$ cat src/rtl/vm_multi_item_pkg.sv
// Shared types and constants for the multi-item vending controller.
package vm_multi_item_pkg;

    localparam int unsigned NUM_STATES   = 7;
    localparam int unsigned IDLE_IDX     = 0;
    localparam int unsigned CHECK_IDX    = 1;
    localparam int unsigned COLLECT_IDX  = 2;
    localparam int unsigned EVAL_IDX     = 3;
    localparam int unsigned DISPENSE_IDX = 4;
    localparam int unsigned REFUND_IDX   = 5;
    localparam int unsigned RESTOCK_IDX  = 6;

    typedef enum logic [NUM_STATES-1:0] {
        S_IDLE     = NUM_STATES'(1 << IDLE_IDX),
        S_CHECK    = NUM_STATES'(1 << CHECK_IDX),
        S_COLLECT  = NUM_STATES'(1 << COLLECT_IDX),
        S_EVAL     = NUM_STATES'(1 << EVAL_IDX),
        S_DISPENSE = NUM_STATES'(1 << DISPENSE_IDX),
        S_REFUND   = NUM_STATES'(1 << REFUND_IDX),
        S_RESTOCK  = NUM_STATES'(1 << RESTOCK_IDX)
    } fsm_state_t;

    typedef enum logic [1:0] {
        ST_IDLE         = 2'b00,
        ST_AVAILABLE    = 2'b01,
        ST_OUT_OF_STOCK = 2'b10,
        ST_ERROR        = 2'b11
    } status_t;

    localparam int unsigned NICKEL_C  = 5;
    localparam int unsigned DIME_C    = 10;
    localparam int unsigned QUARTER_C = 25;

    // Coin code to value in cents.
    function automatic int unsigned coin_value(input logic [1:0] coin);
        case (coin)
            2'b01:   return NICKEL_C;
            2'b10:   return DIME_C;
            2'b11:   return QUARTER_C;
            default: return 0;
        endcase
    endfunction

endpackage

$ cat src/rtl/vm_multi_item_watchdog.sv
// Loadable down-counter; expire_c pulses when an enabled count reaches zero.
module vm_watchdog #(
    parameter int unsigned TIMEOUT_CYC = 512
) (
    input  logic clk,
    input  logic rst,
    input  logic reload,
    input  logic en,
    output logic expire_c
);

    localparam int unsigned CNT_W = $clog2(TIMEOUT_CYC);

    logic [CNT_W-1:0] cnt_q;

    always_ff @(posedge clk) begin
        if (rst || reload) begin
            cnt_q <= CNT_W'(TIMEOUT_CYC - 1);
        end else if (en && (cnt_q != '0)) begin
            cnt_q <= cnt_q - CNT_W'(1);
        end
    end

    assign expire_c = en && !reload && (cnt_q == '0);

endmodule

$ cat src/rtl/vm_multi_item.sv
// Multi-item vending controller with restock port, change/refund and watchdog.
// Define VM_AUTO_REFUND_EN to refund (rather than forfeit) the amount on timeout.
module vm_multi_item
    import vm_multi_item_pkg::*;
#(
    parameter int unsigned NUM_ITEMS   = 8,
    parameter int unsigned COUNT_W     = 4,
    parameter int unsigned COST_W      = 8,
    parameter int unsigned BAL_W       = 16,
    parameter int unsigned TIMEOUT_CYC = 512,
    localparam int unsigned ITEM_W     = $clog2(NUM_ITEMS)
) (
    input  logic              clk,
    input  logic              hrst,
    input  logic              srst,
    input  logic [1:0]        coins,
    input  logic              btn_valid,
    input  logic [ITEM_W-1:0] buttons,
    input  logic              select,
    input  logic              cancel,
    input  logic              valid,
    input  logic [ITEM_W-1:0] item,
    input  logic [COUNT_W-1:0] count,
    input  logic [COST_W-1:0] cost,
    output logic [ITEM_W-1:0] product,
    output logic              product_valid,
    output logic [1:0]        status,
    output logic [BAL_W-1:0]  balance,
    output logic              change_valid,
    output logic [COST_W-1:0] info
);

    localparam int unsigned MAX_STOCK = 2**COUNT_W - 1;

    fsm_state_t         state_q, state_d;
    logic [BAL_W-1:0]   amount_q, amount_d;
    logic [ITEM_W-1:0]  sel_q, sel_d;
    logic               restock_done_q, restock_done_d;
    logic [COUNT_W-1:0] stock_q [NUM_ITEMS];
    logic [COST_W-1:0]  price_q [NUM_ITEMS];

    logic               stock_we, price_we;
    logic [ITEM_W-1:0]  stock_idx;
    logic [COUNT_W-1:0] stock_wd;
    logic [BAL_W:0]     coin_sum;
    logic [COUNT_W:0]   restock_sum;
    logic [BAL_W-1:0]   price_ext;

    logic [ITEM_W-1:0]  product_d;
    logic               product_valid_d, change_valid_d;
    status_t            status_d;
    logic [BAL_W-1:0]   balance_d;
    logic [COST_W-1:0]  info_d;
    logic               expire_c;

    vm_watchdog #(.TIMEOUT_CYC(TIMEOUT_CYC)) u_watchdog (
        .clk      (clk),
        .rst      (hrst),
        .reload   (!state_q[COLLECT_IDX] || (coins != 2'b00)),
        .en       (state_q[COLLECT_IDX]),
        .expire_c (expire_c)
    );

    // Next-state, datapath enables and next output values.
    always_comb begin
        state_d         = state_q;
        amount_d        = amount_q;
        sel_d           = sel_q;
        restock_done_d  = 1'b0;
        stock_we        = 1'b0;
        price_we        = 1'b0;
        stock_idx       = sel_q;
        stock_wd        = stock_q[sel_q];
        product_d       = '0;
        product_valid_d = 1'b0;
        status_d        = ST_IDLE;
        balance_d       = '0;
        change_valid_d  = 1'b0;
        coin_sum        = {1'b0, amount_q} + (BAL_W+1)'(coin_value(coins));
        restock_sum     = {1'b0, stock_q[item]} + {1'b0, count};
        price_ext       = BAL_W'(price_q[sel_q]);

        unique case (1'b1)
            state_q[IDLE_IDX]: begin
                if (valid) begin
                    state_d = S_RESTOCK;
                end else if (btn_valid) begin
                    if ({1'b0, buttons} >= (ITEM_W+1)'(NUM_ITEMS)) begin
                        status_d = ST_ERROR;
                    end else begin
                        sel_d   = buttons;
                        state_d = S_CHECK;
                    end
                end
            end
            state_q[CHECK_IDX]: begin
                if (stock_q[sel_q] != '0) begin
                    status_d = ST_AVAILABLE;
                    state_d  = S_COLLECT;
                end else begin
                    status_d = ST_OUT_OF_STOCK;
                    state_d  = S_IDLE;
                end
            end
            state_q[COLLECT_IDX]: begin
                status_d = ST_AVAILABLE;
                if (coin_sum[BAL_W]) begin
                    amount_d = '1;
                    status_d = ST_ERROR;
                end else begin
                    amount_d = coin_sum[BAL_W-1:0];
                end
                if (cancel) begin
                    state_d = S_REFUND;
                end else if (select) begin
                    state_d = S_EVAL;
                end else if (expire_c) begin
`ifdef VM_AUTO_REFUND_EN
                    state_d = S_REFUND;
`else
                    state_d  = S_IDLE;
                    amount_d = '0;
                    status_d = ST_ERROR;
`endif
                end
            end
            state_q[EVAL_IDX]: begin
                if (amount_q >= price_ext) begin
                    product_d       = sel_q;
                    product_valid_d = 1'b1;
                    balance_d       = amount_q - price_ext;
                    change_valid_d  = (balance_d != '0);
                    state_d         = S_DISPENSE;
                end else begin
                    status_d = ST_AVAILABLE;
                    state_d  = S_COLLECT;
                end
            end
            state_q[DISPENSE_IDX]: begin
                stock_we = 1'b1;
                stock_wd = stock_q[sel_q] - COUNT_W'(1);
                amount_d = '0;
                state_d  = S_IDLE;
            end
            state_q[REFUND_IDX]: begin
                balance_d      = amount_q;
                change_valid_d = (amount_q != '0);
                amount_d       = '0;
                state_d        = S_IDLE;
            end
            state_q[RESTOCK_IDX]: begin
                restock_done_d = 1'b1;
                // Only the first cycle of a supplier session applies the update.
                if (!restock_done_q) begin
                    if (restock_sum > (COUNT_W+1)'(MAX_STOCK)) begin
                        status_d = ST_ERROR;
                    end else begin
                        stock_we  = 1'b1;
                        stock_idx = item;
                        stock_wd  = restock_sum[COUNT_W-1:0];
                    end
                    price_we = (cost != '0);
                end
                if (!valid) state_d = S_IDLE;
            end
            default: state_d = S_IDLE;
        endcase

        // Soft reset abandons the transaction but never touches the tables.
        if (srst) begin
            state_d = ((state_q[COLLECT_IDX] || state_q[EVAL_IDX]) && (amount_q != '0))
                      ? S_REFUND : S_IDLE;
            amount_d        = (state_d == S_REFUND) ? amount_q : '0;
            restock_done_d  = 1'b0;
            stock_we        = 1'b0;
            price_we        = 1'b0;
            product_d       = '0;
            product_valid_d = 1'b0;
            status_d        = ST_IDLE;
            balance_d       = '0;
            change_valid_d  = 1'b0;
        end

        info_d = ((state_d == S_CHECK) || (state_d == S_COLLECT)) ? price_q[sel_d] : '0;
    end

    // State, tables and registered outputs.
    always_ff @(posedge clk) begin
        if (hrst) begin
            state_q        <= S_IDLE;
            amount_q       <= '0;
            sel_q          <= '0;
            restock_done_q <= 1'b0;
            product        <= '0;
            product_valid  <= 1'b0;
            status         <= ST_IDLE;
            balance        <= '0;
            change_valid   <= 1'b0;
            info           <= '0;
            for (int unsigned i = 0; i < NUM_ITEMS; i++) begin
                stock_q[i] <= '0;
                price_q[i] <= '0;
            end
        end else begin
            state_q        <= state_d;
            amount_q       <= amount_d;
            sel_q          <= sel_d;
            restock_done_q <= restock_done_d;
            product        <= product_d;
            product_valid  <= product_valid_d;
            status         <= status_d;
            balance        <= balance_d;
            change_valid   <= change_valid_d;
            info           <= info_d;
            if (stock_we) stock_q[stock_idx] <= stock_wd;
            if (price_we) price_q[item]      <= cost;
        end
    end

endmodule

$ cat config.mk
export PLATFORM = sky130hd
export DESIGN_NAME = vm_multi_item
export DESIGN_NICKNAME = d
export VERILOG_FILES = /design/src/rtl/vm_multi_item_pkg.sv /design/src/rtl/vm_multi_item_watchdog.sv /design/src/rtl/vm_multi_item.sv
export SDC_FILE = /design/constraint.sdc
export NUM_CORES = 1
export LEC_CHECK = 0
export ABC_CLOCK_PERIOD_IN_PS = 11450
export CORE_UTILIZATION = 65
export CTS_CLUSTER_DIAMETER = 80
export CTS_CLUSTER_SIZE = 20
export DETAILED_ROUTE_END_ITERATION = 8
export PLACE_DENSITY = 0.93
export SLEW_MARGIN = 0
export SYNTH_ARGS = -nofsm -noshare
export SYNTH_HDL_FRONTEND = slang
export SYNTH_SLANG_ARGS = --single-unit
$ cat constraint.sdc
create_clock -name clk -period 11.45 [get_ports clk]
set_input_delay 3.435 -clock clk [delete_from_list [all_inputs] [get_ports clk]]
set_output_delay 3.435 -clock clk [all_outputs]
set_load 0.03 [all_outputs]
Yosys cells after proc, flatten, opt, wreduce, memory -nomap -nowiden
Memory sizes are Yosys's and may differ from the RTL's. A register that Yosys moved wholly into a read port is not among the register bits.
Cells that the tools add are included.
{"block": "totals", "register_bits": 59, "ram_bits": 96, "output_inout_bits": 31, "n_memories": 2, "in_bits": 27}
{"block": "op_classes", "n_lt_le_gt_ge": 2, "n_reduce_logical": 26, "n_eq_ne": 7, "n_addsub": 5, "n_mux": 66, "n_bitwise": 3}
{"memory": "price_q", "words": 8, "width": 8, "rd": 2, "rd_clocked_by_memory_dff": 2, "write_ports": 8, "line": "vm_multi_item.sv:40", "rtl": "logic [COST_W-1:0] price_q [NUM_ITEMS];"}
{"memory": "stock_q", "words": 8, "width": 4, "rd": 2, "rd_clocked_by_memory_dff": 1, "write_ports": 8, "line": "vm_multi_item.sv:39", "rtl": "logic [COUNT_W-1:0] stock_q [NUM_ITEMS];"}
{"cell": "$mux 16", "count": 7}
{"cell": "$pmux 16 s2", "count": 2}
{"cell": "$pmux 7 s5", "count": 1}
{"cell": "$mux 3", "count": 11}
{"cell": "$reduce_bool 16->1", "count": 2}
{"cell": "$mux 6", "count": 5}
{"cell": "$mux 7", "count": 3}
{"cell": "$mux 1", "count": 20}
{"cell": "$add 16x17->17", "count": 1}
{"cell": "$ge 16x8->1", "count": 1}
{"cell": "$sub 16x8->16", "count": 1}
{"cell": "$pmux 5 s3", "count": 1}
{"cell": "$mux 2", "count": 7}
{"cell": "$mux 4", "count": 3}
{"cell": "$logic_not 9->1", "count": 1}
{"cell": "$reduce_bool 9->1", "count": 1}
{"cell": "$sub 9x1->9 const B", "count": 1}
{"cell": "$mux 8", "count": 1}
{"cell": "$pmux 2 s4", "count": 1}
{"cell": "$pmux 4 s2", "count": 1}
{"cell": "$reduce_bool 8->1", "count": 1}
{"cell": "$reduce_or 4->1", "count": 2}
{"cell": "$reduce_or 8->1", "count": 1}
{"cell": "$eq 7x2->1 const B", "count": 1}
{"cell": "20 further kinds", "count": 33}

Logic depth before layout (Yosys ltp)
{"block": "logic_depth", "word_depth": 14, "ltp_mapped": 15, "mapped_depth_nobuf": 12}

Modules after synthesis
From an unflattened synthesis, not the netlist that was laid out.
{"block": "hier_totals", "hier_cells": 883, "hier_area_um2": 9282.7}
{"mod": "vm_multi_item", "instances": 1, "cells_per_inst": 828, "area_per_inst_um2": 8807.2}
{"mod": "vm_watchdog", "instances": 1, "cells_per_inst": 55, "area_per_inst_um2": 475.5}

Worst setup path before layout
Ideal clock, no wire load.
{"block": "synth_timing", "kind": "input port to flip-flop", "from": "input item[0]", "to": "memory stock_q[0][2], data pin", "n_path_buf": 3, "slack_ps": 4209, "t_arrival_ps": 6958, "t_required_ps": 11167, "path_stages": 14, "path_cell_list": "clkbuf_1 -> buf_1 -> mux2_2 -> a221oi_1 -> o22ai_1 -> ha_1 -> fa_1 -> a21o_1 -> a211o_1 -> clkbuf_1 -> a21oi_1 -> mux2i_1 -> a221oi_1 -> nor2_1"}
{"element": "start, declared", "line": "vm_multi_item.sv:22", "rtl": "input logic [ITEM_W-1:0] item,"}
{"element": "end, declared", "line": "vm_multi_item.sv:39"}

==> flow_metrics.py <==
metrics = {
    "synth": {
        "synth_fp_nets": 966,
        "syn_area_per_cell_um2": 10.24,
        "synthesis.area_um2": 9390,
        "synth_warnings": 0,
        "syn_inst": 917,
        "async_reset_ff_share_pct": 0,
        "yosysUniqueCellTypes": 70,
        "ys_ff_latch": 163,
        "synth-edff-count": 96,
        "ys.flop_type": "edfxtp_1",
        "ys_seq_area_share_pct": 44.98,
    },
    "clock_tree": {
        "cts_max_path_buffers": 2,
        "cts_tree": "yes",
        "numCtsBuffers": 17,
        "cts_setup_buffers": 0,
        "cts.sinks": 163,
        "clock_latency_ns": 0.45,
        "root_buffer": "clkbuf_16",
        "cts.clk_slew.worst_paths_ns": 0.07,
        "hold_buffers": 0,
        "cts.htree.levels": 4,
        "cts_resized": 0,
    },
    "placement": {
        "io_buffers": 57,
        "postPlaceCellArea_um2": 10080,
        "place.gp.congestion": 0.9823,
        "hpwl_mm": 16.67,
    },
    "finish": {
        "multi_input_area_um2": 4895,
        "fin_area_um2": 10700,
        "seqCellArea_um2": 4225,
        "layout_common_cells": "nor2_1, edfxtp_1, and2_1, dfxtp_1, clkdlybuf4s50_1",
        "layout_commonest_cell": "nor2_1",
        "final_net_count": 1000,
        "post_route_cells_drive_above_1_share_pct": 13.17,
        "area_delta_synth_final_pct": 13.96,
        "fillCellCount": 910,
        "diodes": 0,
    },
    "floorplanning": {
        "fp.dieH_um": 122.2,
        "coreArea_um2": 13990,
        "initial_core_util_pct": 67.13,
        "num_rows": 43,
        "die_w_um": 122.2,
        "io_pins": 58,
        "die-area_um2": 14930,
    },
    "run": {
        "maxCapViolations": 0,
    },
    "sta": {
        "fin_setup_tns_ns": 0,
        "hold_viol": 0,
        "clock_skew_ns": 0.02113,
        "worstMarginPinSlew_ns": 1.247,
        "slew-limit-headroom_pct": 16.88,
        "final.min_clock_period_ns": 7.569,
        "fmax_mhz": 132.1,
        "final.period_utilization_pct": 66.10,
        "rsz0062_at_grt": "no",
        "finalSetupViolations": 0,
        "slew_violations": 0,
        "whs_ns": 0.4940,
    },
    "worst_setup_path": {
        "path_class": "in2reg",
        "slowest_delay_ns": 0.97,
        "crit_fanout": 18,
        "cp.buffers_inverters": 2,
        "cp_top_family": "compound AO/OA/AOI/OAI gates",
        "path_cells": "clkdlybuf4s50_1 > mux2_2 > a221oi_1 > o22ai_1 > ha_1 > fa_1 > a21o_1 > a211oi_1 > buf_4 > nor3_1 > a221oi_1 > nor2_1",
        "cp.required_ns": 11.60,
        "crit_path_end_kind": "register",
        "worstPathArrival_ns": 7.72,
        "crit_slowest_cell": "a221oi_1",
        "cp_common_cell": "a221oi_1",
        "cp-start-kind": "input pin",
        "r2r-start": "sel_q[0]",
        "critPathLaunch": "item[0]",
    },
    "power": {
        "vdd_drop_max_uv": 125.1,
        "cellLeakagePower_nw": 3.739,
        "power_density_nw_per_um2": 132.9,
    },
    "route": {
        "wl_per_cell_um": 21.05,
        "vias": 7801,
        "vias_per_cell": 6.819,
        "drtPass1Iterations": 5,
        "drt_iter0_drc": 1109,
        "routed_wl_mm": 24.08,
        "final_antenna_net_count": 0,
        "remaining_drc_errors": 0,
    },
    "min_path": {
        "hold_start": "u_watchdog.cnt_q[8]",
        "hp-class": "reg2reg",
    },
    "grt": {
        "first_global_vias": 7402,
        "grt_first_pass_wirelength_mm": 38.38,
        "grt_overflow": 0,
        "grt_start_max_net_pins": 48,
        "grt_use_total_pct": 34.16,
        "grt_antenna_before_repair": 0,
    },
    "status": {
        "status": "complete, no violations",
    },
}
==> cells by family after synthesis <==
family          count (synthesis)  synth area share [%]
simple gates                  382                 22.19
mux                            68                 11.27
fa+ha+maj                      22                 3.171
buf+inv                        75                 3.025
compound gates                191                 13.87
xor+xnor                       16                 1.492
flops                         163                 44.98
==> Yosys cell counts, types with 3 or more instances <==
master	number	area share (%)
xor2_1	5	0.47
xnor2_1	11	1.0
nor4_1	10	0.67
mux4_2	28	6.7
nand3_1	18	0.96
o21a_1	6	0.48
ha_1	19	2.5
nand2b_1	21	1.4
o31ai_1	7	0.56
mux2_2	22	2.6
nor2b_1	22	1.5
a221oi_1	9	0.84
buf_1	12	0.48
nand2_1	51	2.0
nor2_1	98	3.9
and3_1	8	0.53
nor4b_2	7	1.1
and2_1	70	4.7
mux2i_1	18	1.9
a22oi_1	9	0.72
nor3b_1	5	0.40
a211oi_1	26	2.1
clkbuf_1	38	1.5
or2_2	18	1.2
inv_1	23	0.92
edfxtp_1	96	31
o211ai_1	10	0.80
a21o_1	7	0.56
a311oi_1	4	0.37
a31oi_1	11	0.73
a21oi_1	46	2.5
o31a_1	3	0.28
or3_1	3	0.20
nor3_1	28	1.5
o22ai_1	11	0.73
or4_1	3	0.24
fa_1	3	0.64
nand4_1	4	0.27
o21ai_0	23	1.2
dfxtp_1	67	14
==> worst paths after layout <==
kind              depth (start not counted)             endpoint  slack (ns)
setup / recovery                         12        stock_q[3][3]        3.88
hold / removal                            2  u_watchdog.cnt_q[8]        0.49
setup reg to reg                          9              info[1]        6.74
hold reg to reg                           2  u_watchdog.cnt_q[8]        0.49
==> flip-flops by register name, indices dropped and copies added, names as in the netlist <==
register	flops
info	8
sel_q	3
stock_q	32
change_valid	1
restock_done_q	1
price_q	64
product_valid	1
balance	16
product	3
status	2
amount_q	16
u_watchdog.cnt_q	9
state_q	7
==> routing by layer <==
metal / GRT usage, % / routed length [um]
met1: 42.71 / 9287
met4: 19.05 / 1107
met5: 0 / 0
met2: 55.08 / 11570
met3: 7.397 / 2114
==> worst reg2reg max path, stage by stage, from the launching register on <==
cell	delay [ns]
dfxtp_2	1.01
mux4_2	0.65
mux2i_1	0.17
ha_1	0.34
a21oi_1	0.33
a21oi_1	0.22
or4b_1	0.70
a31o_1	0.30
a2111oi_4	0.55
nor4b_2	0.35
==> final cells by class <==
| type | instances | area share [%] |
|---|---|---|
| Multi-Input combinational cell | 679 | 45.74 |
| Sequential cell | 163 | 39.48 |
| Timing Repair Buffer | 67 | 6.033 |
| Clock buffer | 17 | 3.975 |
| Tap cell | 180 | 2.105 |
| Clock inverter | 15 | 1.859 |
| Inverter | 23 | 0.8067 |
==> power breakdown <==
| group | internal (mW) | switching (mW) |
|---|---|---|
| Combinational | 0.0714 | 0.0995 |
| Sequential | 0.633 | 0.0146 |
| Clock | 0.336 | 0.267 |
==> metrics by stage <==
step           setup WS (ns)  std cells  total power [mW]  util (%)
2_1_floorplan          4.209        917            0.7717         -
3_3_place_gp           3.599       1112            0.8206     72.04
5_1_grt                3.619       1144             1.460     76.50
3_5_place_dp           3.475       1112            0.8248     72.04
6_report               3.881       1144             1.422     76.50
4_1_cts                3.923       1144             1.420     76.50
No activity file was read; power rests on OpenSTA's default activity.
